### config.mk
export PLATFORM = sky130hd
export DESIGN_NAME = shift_sequencer_flat
export DESIGN_NICKNAME = d
export VERILOG_FILES = /design/src/rtl/shift_sequencer_if.sv /design/src/rtl/shift_sequencer.sv /design/src/flat_wrapper.sv
export SDC_FILE = /design/constraint.sdc
export NUM_CORES = 1
export LEC_CHECK = 0
export BUFFER_PORTS_ARGS = -buffer_cell sky130_fd_sc_hd__buf_4
export CORE_MARGIN = 1
export CORE_UTILIZATION = 50
export CTS_CLUSTER_SIZE = 28
export DETAILED_ROUTE_END_ITERATION = 6
export PLACE_DENSITY_LB_ADDON = 0.25
export SYNTH_ARGS = -nofsm -noshare
export SYNTH_HDL_FRONTEND = slang
export SYNTH_SLANG_ARGS = --single-unit
### constraint.sdc
create_clock -name Clk -period 3.1 [get_ports Clk]
set_clock_uncertainty 0.2 [all_clocks]
set_input_delay 0.155 -clock Clk [delete_from_list [all_inputs] [get_ports Clk]]
set_output_delay 0.155 -clock Clk [all_outputs]
set_load 0.03 [all_outputs]
### src/rtl/shift_sequencer_if.sv
// Handshake bundle between the button synchronizers / register units and shift_sequencer.
// The sequencer uses the slave modport; the button/register side uses master.
interface shift_sequencer_if #(
  parameter int CNT_W = 4
);
  logic             LoadA;
  logic             LoadB;
  logic             Execute;
  logic [1:0]       Passes;
  logic             Shift_En;
  logic             Ld_A;
  logic             Ld_B;
  logic             Busy;
  logic             Done;
  logic [CNT_W-1:0] Count;

  modport master (
    output LoadA, LoadB, Execute, Passes,
    input  Shift_En, Ld_A, Ld_B, Busy, Done, Count
  );

  modport slave (
    input  LoadA, LoadB, Execute, Passes,
    output Shift_En, Ld_A, Ld_B, Busy, Done, Count
  );
endinterface

### src/rtl/shift_sequencer.sv
// Shift-datapath sequencer: load strobes from button edges and a WIDTH*(Passes+1) shift burst.
// Optional macro SHIFT_SEQ_AUTOREARM_EN: skip HOLD and restart while Execute stays high.
module shift_sequencer #(
  parameter int WIDTH = 8,
  parameter int CNT_W = 4
) (
  input logic             Clk,
  input logic             Reset,
  shift_sequencer_if.slave bus
);
  typedef enum logic [1:0] {IDLE, SHIFT, HOLD} state_t;

  localparam logic [CNT_W-1:0] LAST = CNT_W'(WIDTH - 1);
`ifdef SHIFT_SEQ_AUTOREARM_EN
  localparam state_t END_STATE = IDLE;
`else
  localparam state_t END_STATE = HOLD;
`endif

  state_t           state_q, state_d;
  logic [CNT_W-1:0] count_q;
  logic [1:0]       pass_left_q;
  logic             prev_a, prev_b;
  logic             ld_a_q, ld_b_q, done_q;
  logic             last_shift;
  logic             load_ok;

  // Final shift cycle of the final pass; Done is registered from this.
  assign last_shift = (state_q == SHIFT) && (count_q == LAST) && (pass_left_q == 2'd0);
  // Loads only honoured in IDLE, and Execute wins over a simultaneous load edge.
  assign load_ok    = (state_q == IDLE) && !bus.Execute;

  // NOTE: sequential state uses non-blocking assignments so every flop samples pre-edge values.
  always_ff @(posedge Clk or posedge Reset) begin
    if (Reset) state_q <= IDLE;
    else       state_q <= state_d;
  end

  // NOTE: state_d gets a default first so no path through this block infers a latch.
  always_comb begin
    state_d = state_q;
    unique case (state_q)
      IDLE:    if (bus.Execute) state_d = SHIFT;
      SHIFT:   if (last_shift)  state_d = END_STATE;
      HOLD:    if (!bus.Execute) state_d = IDLE;
      default: state_d = IDLE;
    endcase
  end

  always_ff @(posedge Clk or posedge Reset) begin
    if (Reset) begin
      count_q     <= '0;
      pass_left_q <= 2'd0;
      prev_a      <= 1'b0;
      prev_b      <= 1'b0;
      ld_a_q      <= 1'b0;
      ld_b_q      <= 1'b0;
      done_q      <= 1'b0;
    end else begin
      prev_a <= bus.LoadA;
      prev_b <= bus.LoadB;
      ld_a_q <= load_ok && bus.LoadA && !prev_a;
      ld_b_q <= load_ok && bus.LoadB && !prev_b;
      done_q <= last_shift;
      unique case (state_q)
        IDLE: begin
          count_q <= '0;
          if (bus.Execute) pass_left_q <= bus.Passes;
        end
        SHIFT: begin
          if (count_q != LAST) begin
            count_q <= count_q + CNT_W'(1);
          end else if (pass_left_q != 2'd0) begin
            // Wrap into the next pass without a gap in Shift_En.
            count_q     <= '0;
            pass_left_q <= pass_left_q - 2'd1;
          end else if (END_STATE == IDLE) begin
            count_q <= '0;
          end
        end
        HOLD: begin
          if (!bus.Execute) count_q <= '0;
        end
        default: count_q <= '0;
      endcase
    end
  end

  always_comb begin
    bus.Shift_En = (state_q == SHIFT);
    bus.Busy     = (state_q == SHIFT);
    bus.Ld_A     = ld_a_q;
    bus.Ld_B     = ld_b_q;
    bus.Done     = done_q;
    bus.Count    = count_q;
  end
endmodule

### src/flat_wrapper.sv
// flat-port wrapper written by rule: the top's interface ports become plain ports
module shift_sequencer_flat 
#(
  parameter int WIDTH = 8,
  parameter int CNT_W = 4
)
  (Clk, Reset, bus_LoadA, bus_LoadB, bus_Execute, bus_Passes, bus_Shift_En, bus_Ld_A, bus_Ld_B, bus_Busy, bus_Done, bus_Count);
  shift_sequencer_if #(.CNT_W(CNT_W)) bus_i ();
  input logic Clk;
  input logic Reset;
  input wire logic [$bits(bus_i.LoadA)-1:0] bus_LoadA;
  input wire logic [$bits(bus_i.LoadB)-1:0] bus_LoadB;
  input wire logic [$bits(bus_i.Execute)-1:0] bus_Execute;
  input wire logic [$bits(bus_i.Passes)-1:0] bus_Passes;
  output wire logic [$bits(bus_i.Shift_En)-1:0] bus_Shift_En;
  output wire logic [$bits(bus_i.Ld_A)-1:0] bus_Ld_A;
  output wire logic [$bits(bus_i.Ld_B)-1:0] bus_Ld_B;
  output wire logic [$bits(bus_i.Busy)-1:0] bus_Busy;
  output wire logic [$bits(bus_i.Done)-1:0] bus_Done;
  output wire logic [$bits(bus_i.Count)-1:0] bus_Count;
  assign bus_i.LoadA = bus_LoadA;
  assign bus_i.LoadB = bus_LoadB;
  assign bus_i.Execute = bus_Execute;
  assign bus_i.Passes = bus_Passes;
  assign bus_Shift_En = bus_i.Shift_En;
  assign bus_Ld_A = bus_i.Ld_A;
  assign bus_Ld_B = bus_i.Ld_B;
  assign bus_Busy = bus_i.Busy;
  assign bus_Done = bus_i.Done;
  assign bus_Count = bus_i.Count;
  shift_sequencer #(.WIDTH(WIDTH), .CNT_W(CNT_W)) u_core (.Clk(Clk), .Reset(Reset), .bus(bus_i));
endmodule
=== Word level (Yosys, flattened, before mapping) ===
Index checks and enable logic that the tools add are counted.

* Logic and storage cells: 49
* Memories: 0
* Register bits after elaboration: 13
* Bits in writable memories: 0
* Output and inout bits: 9
* Latch bits: 0
* Bits in read-only memories: 0

* Eq/ne operators: 10
* Mux-type cells: 12
* $add $sub $neg: 2
* Magnitude comparators: 0
* Bitwise logic cells: 0
* Reduce and logical (&&, ||, !) cells: 17
* Divide/modulo/power cells: 0
* $mul: 0
* Shift-type cells: 0

{| class="wikitable"
|+ Operators by type and width
! kind !! number
|-
| 2-bit 2-to-1 mux || 6
|-
| 4-bit 2-to-1 mux || 3
|-
| 4-bit one-hot mux with 2 select lines || 1
|-
| 1-bit logical AND || 7
|-
| 2-bit != test, second input constant || 3
|-
| 2-bit one-hot mux with 3 select lines || 1
|-
| 4-bit by 1-bit adder with 4-bit output, second input constant || 1
|-
| 4-bit by 3-bit == test with 1-bit output, second input constant || 1
|-
| 2-bit zero test || 2
|-
| 2-bit by 1-bit != test with 1-bit output, second input constant || 2
|-
| 4-bit by 3-bit != test with 1-bit output, second input constant || 1
|-
| 2-bit one-hot mux with 2 select lines || 1
|-
| 4-bit AND reduction || 1
|-
| 2-bit nonzero test || 2
|-
| 1-bit zero test || 3
|-
| 3-bit by 1-bit != test with 1-bit output, second input constant || 1
|-
| 3-bit AND reduction || 1
|-
| 2-bit by 1-bit == test with 1-bit output, second input constant || 1
|-
| 2-bit == test, second input constant || 1
|-
| 2-bit AND reduction || 1
|-
| 2-bit by 1-bit subtractor with 2-bit output, second input constant || 1
|}

=== Depth between registers and ports, before layout ===
Gate-level depths: netlist of the first run.

* Depth after elaboration: 5
* Gate-level depth with buffers: 5

=== Least setup slack after synthesis of the first run ===
No wires, ideal clock.

* Path type: register -> register
* Start: register u_core.count_q[0] (netlist: u_core.bus.Count[0])
* End: register u_core.count_q[0] (netlist: u_core.bus.Count[0])
* Slack: 1.237 ns
* Required time: 2.775 ns
* Stages on the path, launching flop included: 5
* Arrival time: 1.538 ns
* Cells stage by stage: dfrtp_1 -> ha_1 -> and3b_2 -> a32o_2 -> mux2_4

* Longest elaborated chain between the ends: 3

{| class="wikitable"
|+ RTL lines
! what !! RTL line !! source
|-
| start: declaration || shift_sequencer.sv:21 || <nowiki>logic [CNT_W-1:0] count_q;</nowiki>
|-
| start signal: assignment || shift_sequencer.sv:72 || <nowiki>count_q <= count_q + CNT_W'(1);</nowiki>
|-
| 4-bit by 1-bit adder with 4-bit output / 4-bit by 3-bit != test with 1-bit output (equally long branches) || shift_sequencer.sv:72, shift_sequencer.sv:71 ||
|-
| 4-bit 2-to-1 mux / 3-bit by 1-bit != test with 1-bit output (equally long branches) || -- ||
|-
| 4-bit one-hot mux with 2 select lines / 2-bit AND reduction (equally long branches) || -- ||
|}

Parallel ways exist; a longest one is shown, timed or not.
A chain may end at the register's enable or synchronous reset.

=== Worst setup path after layout of the first run ===
Ends and elaborated chain as after synthesis.

==> summary.md, run 1 <==
| Metric | Value |
|---|---|
| Status | finished, final reports clean |
| Final Hold Fails | 0 |
| Clock Sink Count | 13 |
| Pin count of the biggest net entering global routing | 14 |
| Seq/Total Area, Yosys | 48.7% |
| CORE AREA | 1170 um^2 |
| Core Util, Final | 70.7% |
| R2R Setup Slk | 1.31 ns |
| Top Ports | 16 |
| Switching Share | about two fifths |
| Mapped Avg Cell Area | approximately 12 um^2 |
| Reg2Reg Capture Point | u_core.bus.Count[0] |
| Vias per cell | 5.45 |
| Post-CTS Setup Bufs | 0 |
| Initial antenna violation count | 0 |
| Pwr Density | 921 nW/um^2 |
| Worst slew margin | 68.9% |
| GRT Residual Overflow | 0 |
| Gate Count Post-Synth | 56 |
| Final ANT Viol Nets | 0 |
| Critical Path AT | roughly 1.8 ns |
| Main synth FF type | dfrtp_1 |
| Via count | 485 |
| Post-layout nets | between 80 and 90 |
| Achievable Freq | 557 MHz |
| CTS tree | done |
| Vias in the first global route | 479 |
| Final wirelength | 1.26 mm |
| Crit start category | flip-flop |
| Wire per inst | 14.1 um |
| Distinct cells, synth | 34 |
| Worst setup EP type | flip-flop |
| Max-Cap Viols | 0 |
| Die height | 38.6 um |
| Commonest non-fill, non-tap cell in the layout | buf_4 |
| Maximum fanout along the worst path | 4 |
| H-tree depth | 1 |
| Reg2reg path depth | 4 |
| Worst VDD drop | 0.000581 V |
| CTS Hold Buffers Added | 4 |
| Worst skew pair latency | between 0.2 and 0.3 ns |
| Clk buf depth | 2 |
| Starting Density | 57.1% |
| Hold Path End | u_core.pass_left_q[1] |
| P_sw | 0.000309 W |
| Final HPWL DP | just over 900 um |
| Std-Cell Rows | 12 |
| Yosys warnings | 0 |
| Tightest Pin Transition | 0.467 ns |
| Unrepaired setup endpoints after global routing | false |
| Top-area cell type share of the netlist area | 48.7% |
| Routability cong. | 0.867 |
| # resized after CTS | 0 |
| Ant. Diodes | 0 |
| Gate power share | between 50% and 60% |
| Pins over their slew limit | 0 |
| Reg clk slew, reported paths | roughly 0.080 ns |
| Setup TNS | 0 ns |
| IO buf count | 15 |
| Final period utilization | 57.9% |
| GRT Util Overall | 22.0% |
| DRC errors left | 0 |
| # setup viols final | 0 |
| Die area | between 1000 and 1500 um^2 |
| Syn nets | 65 |
| Die W | 38.6 um |
| Reg power frac | roughly 36% |
| Pre-antenna DRT Iters | 2 |
| CTS Root Cell | clkbuf_4 |
| Internal | between 0.0004 and 0.0005 W |
| Worst Setup SP | u_core.bus.Count[0] |
| Type of the most critical hold path | input port to flip-flop |
| FF-to-FF Start | u_core.bus.Count[0] |
| Fill cells | 89 |
| Netlist Area Pre-Place | 668 um^2 |
| Hold path depth | 3 |
| Hold Crit Start | bus_Passes[1] |
| Post-layout min period | 1.79 ns |
| Synth-to-Final Area Change | 24.0% |
| Layout cells sized above 1 | 32.0% |
| Post-synth EDFFs | 0 |
| Commonest non-fill, non-tap cells in the layout | buf_4, dfrtp_1, inv_1, dlygate4sd3_1 |
| Critical Setup Path Class | flip-flop to flip-flop |
| Drt initial violations | 8 |
| Fraction of power consumed by the clock network | 13.8% |
| Post-synth top area cell | dfrtp_1 |
| Yosys reg bits | 13 |
| Total CTS buffers | 3 |
| First-pass GRT wire length | 2.17 mm |
| Leakage power | 0.411 nW |
| WP data required | 3.06 ns |
| Synth area leaders | dfrtp_1, ha_1, buf_6 |
| Asr flop ratio synth | 100% |
power by group through the flow:
| stage | logic, W | registers [W] | clock network [W] |
|---|---|---|---|
| after global routing | 0.000418 | 0.000285 | 0.000116 |
| final | 0.000382 | 0.000275 | 0.000106 |
| after global placement | 0.000372 | 0.000276 | 0 |
| after floorplan | 0.000252 | 0.000315 | 0 |
| after CTS | 0.000384 | 0.000277 | 0.000106 |
| after detailed placement | 0.000378 | 0.000280 | 0 |
per-layer routing:
metal  routed length, um  GRT usage [%]  share of wire, %  vias to the layer above
met5                   0              0                 0                        -
met2                 611           34.6                49                       11
met4                   0           5.17                 0                        0
met1                 580           29.4                46                      232
li1                    -              -                 -                      242
met3                  67           6.98               5.3                        0
cells in the mapped netlist (2+ instances only):
cell and count:
buf_4 2, buf_6 2, dfrtp_1 13, ha_1 2, inv_1 4, nand3b_1 3, nor3b_1 2, o22a_1 2
area by class of cell:
cell class              instances  area [um^2]  share of cell area, %
repair buffers                 19          153                   18.4
inverters                       4         15.0                   1.81
multi-input cells              35          290                   35.0
clock buffers                   3         22.5                   2.72
flip-flops and latches         13          325                   39.3
clock inverters                 1         5.00                  0.604
well taps                      14         17.5                   2.11
sequential cells by signal, indices dropped and copies added (netlist names):
name                count
u_core.bus.Count        4
u_core.pass_left_q      2
u_core.prev_b           1
u_core.bus.Ld_B         1
u_core.prev_a           1
u_core.bus.Done         1
u_core.state_q          2
u_core.bus.Ld_A         1
worst max-delay path by stage:
stage / to / slack [ns] / cells past startpoint
finish: u_core.bus.Count[0] / 1.31 / 4
global route: u_core.pass_left_q[0] / 1.22 / 5
CTS: u_core.bus.Count[0] / 1.31 / 4
detailed placement: u_core.bus.Count[0] / 1.32 / 4
global placement: u_core.bus.Count[0] / 1.36 / 4
floorplan: u_core.bus.Count[0] / 1.24 / 4
cells by family (layout without fill, tap and decap cells):
kind of cell | count (synthesis) | after routing | share of synthesized area [%]
simple gates | 17 | 17 | 17.8
flops | 13 | 13 | 48.7
compound gates | 12 | 12 | 15.5
buf+inv | 8 | 27 | 7.86
fa+ha+maj | 2 | 2 | 3.74
xor+xnor | 2 | 2 | 2.62
mux | 2 | 2 | 3.74
through the flow:
step	area, um^2	hold WS (ns)	setup WS [ns]	total power (W)	cells
after detailed placement	761	0.00339	1.32	0.000658	81
final	828	0.0379	1.31	0.000763	89
after floorplan	668	-0.168	1.24	0.000568	56
after global placement	761	-0.000779	1.36	0.000648	81
after global routing	828	0.0429	1.22	0.000819	89
after CTS	828	0.0398	1.31	0.000767	89
critical path: stages (launching register included):
cell,delay (ns)
dfrtp_1,0.43
ha_1,0.25
and3b_2,0.24
a32o_2,0.30
mux2_4,0.26
(Power assumes the default switching activity.)
==> inputs of run 2 (changes only) <==
--- a/config.mk
+++ b/config.mk
@@ -7,7 +7,7 @@
 export LEC_CHECK = 0
 export BUFFER_PORTS_ARGS = -buffer_cell sky130_fd_sc_hd__buf_4
 export CORE_MARGIN = 1
-export CORE_UTILIZATION = 50
+export CORE_UTILIZATION = 45
 export CTS_CLUSTER_SIZE = 28
 export DETAILED_ROUTE_END_ITERATION = 6
 export PLACE_DENSITY_LB_ADDON = 0.25
==> constraint.sdc (replaced) <==
create_clock -name Clk -period 1.47 [get_ports Clk]
set_clock_uncertainty 0.2 [all_clocks]
set_input_delay 0.0735 -clock Clk [delete_from_list [all_inputs] [get_ports Clk]]
set_output_delay 0.0735 -clock Clk [all_outputs]
set_load 0.03 [all_outputs]
==> run 2 against run 1 <==
The flow now finishes with violations (setup timing). Setup slack got worse by 1.5 ns. Global-route usage rose by 1.2 points. Sequential cell count did not move. Fmax rose by 10%. Sequential share of layout area fell by 8.2 points. Count of clock-buffer cells in the layout rose by 1. Core utilization rose by 8.6 points. Critical path depth did not move. Via count rose by 17%. Sequential power rose by 100%. Clock power rose by 110%. Cell count rose by 24%.
==> summary.md, run 2 (synthesis gave the netlist of run 1 again) <==
| Metric | Value |
|---|---|
| FF-to-FF Start | u_core.bus.Count[0] |
| Wire per inst | 15.1 um |
| Clk buf depth | 2 |
| Die W | slightly above 40 um |
| Reg power frac | between 20% and 30% |
| Final ANT Viol Nets | 0 |
| Crit-path slowest cell | dfrtp_2 |
| Buf/Inv on CP | 0 |
| Commonest non-fill, non-tap cell in the layout | buf_4 |
| Hold path depth | 4 |
| Fraction of power consumed by the clock network | 11.2% |
| Die height | 40.5 um |
| CORE AREA | 1330 um^2 |
| Std-Cell Rows | 13 |
| Final HPWL DP | 1.06 mm |
| Clock Sink Count | 13 |
| Worst skew pair latency | 0.27 ns |
| Reg2Reg Capture Point | u_core.bus.Count[0] |
| Synth-to-Final Area Change | 58.4% |
| CP peak stage delay | 0.43 ns |
| H-tree depth | 1 |
| Layout cells sized above 1 | between 50% and 60% |
| CTS Root Cell | clkbuf_4 |
| Drt initial violations | 30 |
| Setup TNS | -0.674 ns |
| Pre-antenna DRT Iters | 4 |
| Crit start category | flip-flop |
| Pin count of the biggest net entering global routing | 14 |
| Worst VDD drop | around 0.0012 V |
| Core Util, Final | 79.4% |
| Post-layout nets | 105 |
| Leakage power | around 0.52 nW |
| Final period utilization | 111% |
| Top Ports | 16 |
| GRT Util Overall | 23.2% |
| Tightest Pin Transition | 0.483 ns |
| Post-layout min period | 1.62 ns |
| Vias in the first global route | 533 |
| Placed instance area | 890 um^2 |
| Critical Path AT | 1.59 ns |
| Status | finished with violations |
| Ant. Diodes | 0 |
| Design Area, Final | between 1000 and 1500 um^2 |
| Maximum fanout along the worst path | 4 |
| Cell total after placement | 96 |
| Reg clk slew, reported paths | 0.09 ns |
| Vias per cell | 5.16 |
| WP data required | 1.43 ns |
| CTS tree | done |
| Achievable Freq | 616 MHz |
| Hold Path End | u_core.pass_left_q[0] |
| DRC errors left | 0 |
| # setup viols final | 9 |
| Failing checks | setup timing |
| Via count | between 500 and 600 |
| Final Hold Fails | 0 |
| Starting Density | 50.1% |
| GRT Residual Overflow | 0 |
| Critical Setup Path Class | flip-flop to flip-flop |
| Post-route non-filler standard cell count | 110 |
| Total CTS buffers | 3 |
| Max reg flops | 4 |
| Hold Crit Start | bus_Passes[0] |
| First-pass GRT wire length | 2.33 mm |
| Worst slew margin | 67.7% |
| Commonest non-fill, non-tap cells in the layout | buf_4, dfrtp_1, dlygate4sd3_1, buf_6 |
| Internal | 0.00126 W |
| Reg2reg path depth | 4 |
| Final worst slack | -0.155 ns |
| Top delay family on crit path | flip-flops |
| Type of the most critical hold path | input port to flip-flop |
| IO buf count | 15 |
| Switching Share | 37.9% |
| R2R Setup Slk | -0.15 ns |
| P_sw | roughly 0.00077 W |
| Worst-path cell chain | ha_4, and3b_2, a32o_2, mux2_4 |
| Pwr Density | roughly 1900 nW/um^2 |
| Pins over their slew limit | 0 |
| Die area | 1640 um^2 |
| Worst setup EP type | flip-flop |
| Unrepaired setup endpoints after global routing | true |
| Final wirelength | 1.67 mm |
| Max-Cap Viols | 0 |
| Routability cong. | 0.829 |
| Initial antenna violation count | 0 |
| Design Power | 0.00203 W |
| Gate power share | about three fifths |
-- run 2: cell types whose count changed in the layout (fill, tap and decap cells not counted), sizes merged --
cell / change
buf: +19
clkbuf: +1
clkinv: -1
dlygate4sd3: +1
-- run 2: worst max path at each step --
stage | cells past startpoint | slack, ns | end | start
after global placement | 4 | -0.15 | u_core.bus.Count[0] | u_core.bus.Count[0]
after floorplan | 4 | -0.25 | u_core.bus.Count[0] | u_core.bus.Count[0]
after detailed placement | 5 | -0.17 | u_core.pass_left_q[0] | u_core.pass_left_q[0]
after global routing | 4 | -0.18 | u_core.bus.Count[0] | u_core.bus.Count[1]
after CTS | 4 | -0.15 | u_core.bus.Count[0] | u_core.bus.Count[0]
final | 4 | -0.15 | u_core.bus.Count[0] | u_core.bus.Count[0]
-- run 2: tightest hold or removal path, stage by stage --
cell and delay (ns):
buf_4 0.07, inv_1 0.03, a211oi_1 0.20, a221o_1 0.16
-- run 2: what timing repair did --
item                                    4_1_cts  5_1_grt
resized for setup                            11        4
buffers inserted                              3        2
endpoints found under the hold margin        19        0
pin swaps                                     3        1
endpoints found under the setup margin        8       10
hold buffers                                  5        0
-- run 2: layout make-up --
class	count	area [um^2]
Multi-Input combinational cell	35	345
Sequential cell	13	329
Timing Repair Buffer	39	324
Fill cell	93	275
Clock buffer	4	26.3
Tap cell	15	18.8
Inverter	4	15.0
-- run 2: power by group through the flow --
stage               sequential [W]  clock, W  combinational (W)
finish                    0.000552  0.000227            0.00125
global placement          0.000551         0            0.00106
floorplan                 0.000685         0           0.000563
CTS                       0.000550  0.000233            0.00115
detailed placement        0.000555         0            0.00108
global route              0.000566  0.000248            0.00133
-- run 2: stage by stage --
step	hold slack, ns	setup WS, ns
2_1_floorplan	-0.250	-0.247
3_3_place_gp	-0.0771	-0.148
3_5_place_dp	-0.0652	-0.167
4_1_cts	0.0873	-0.153
5_1_grt	0.0997	-0.184
6_report	0.0856	-0.155
-- run 2: metal layers --
metal  GRT usage (%)  up-vias  wire, um
met2            34.5       10       851
met4            12.5        0         0
met1            30.9      276       778
met3            5.00        0        36
li1                -      282         -
met5               0        -         0
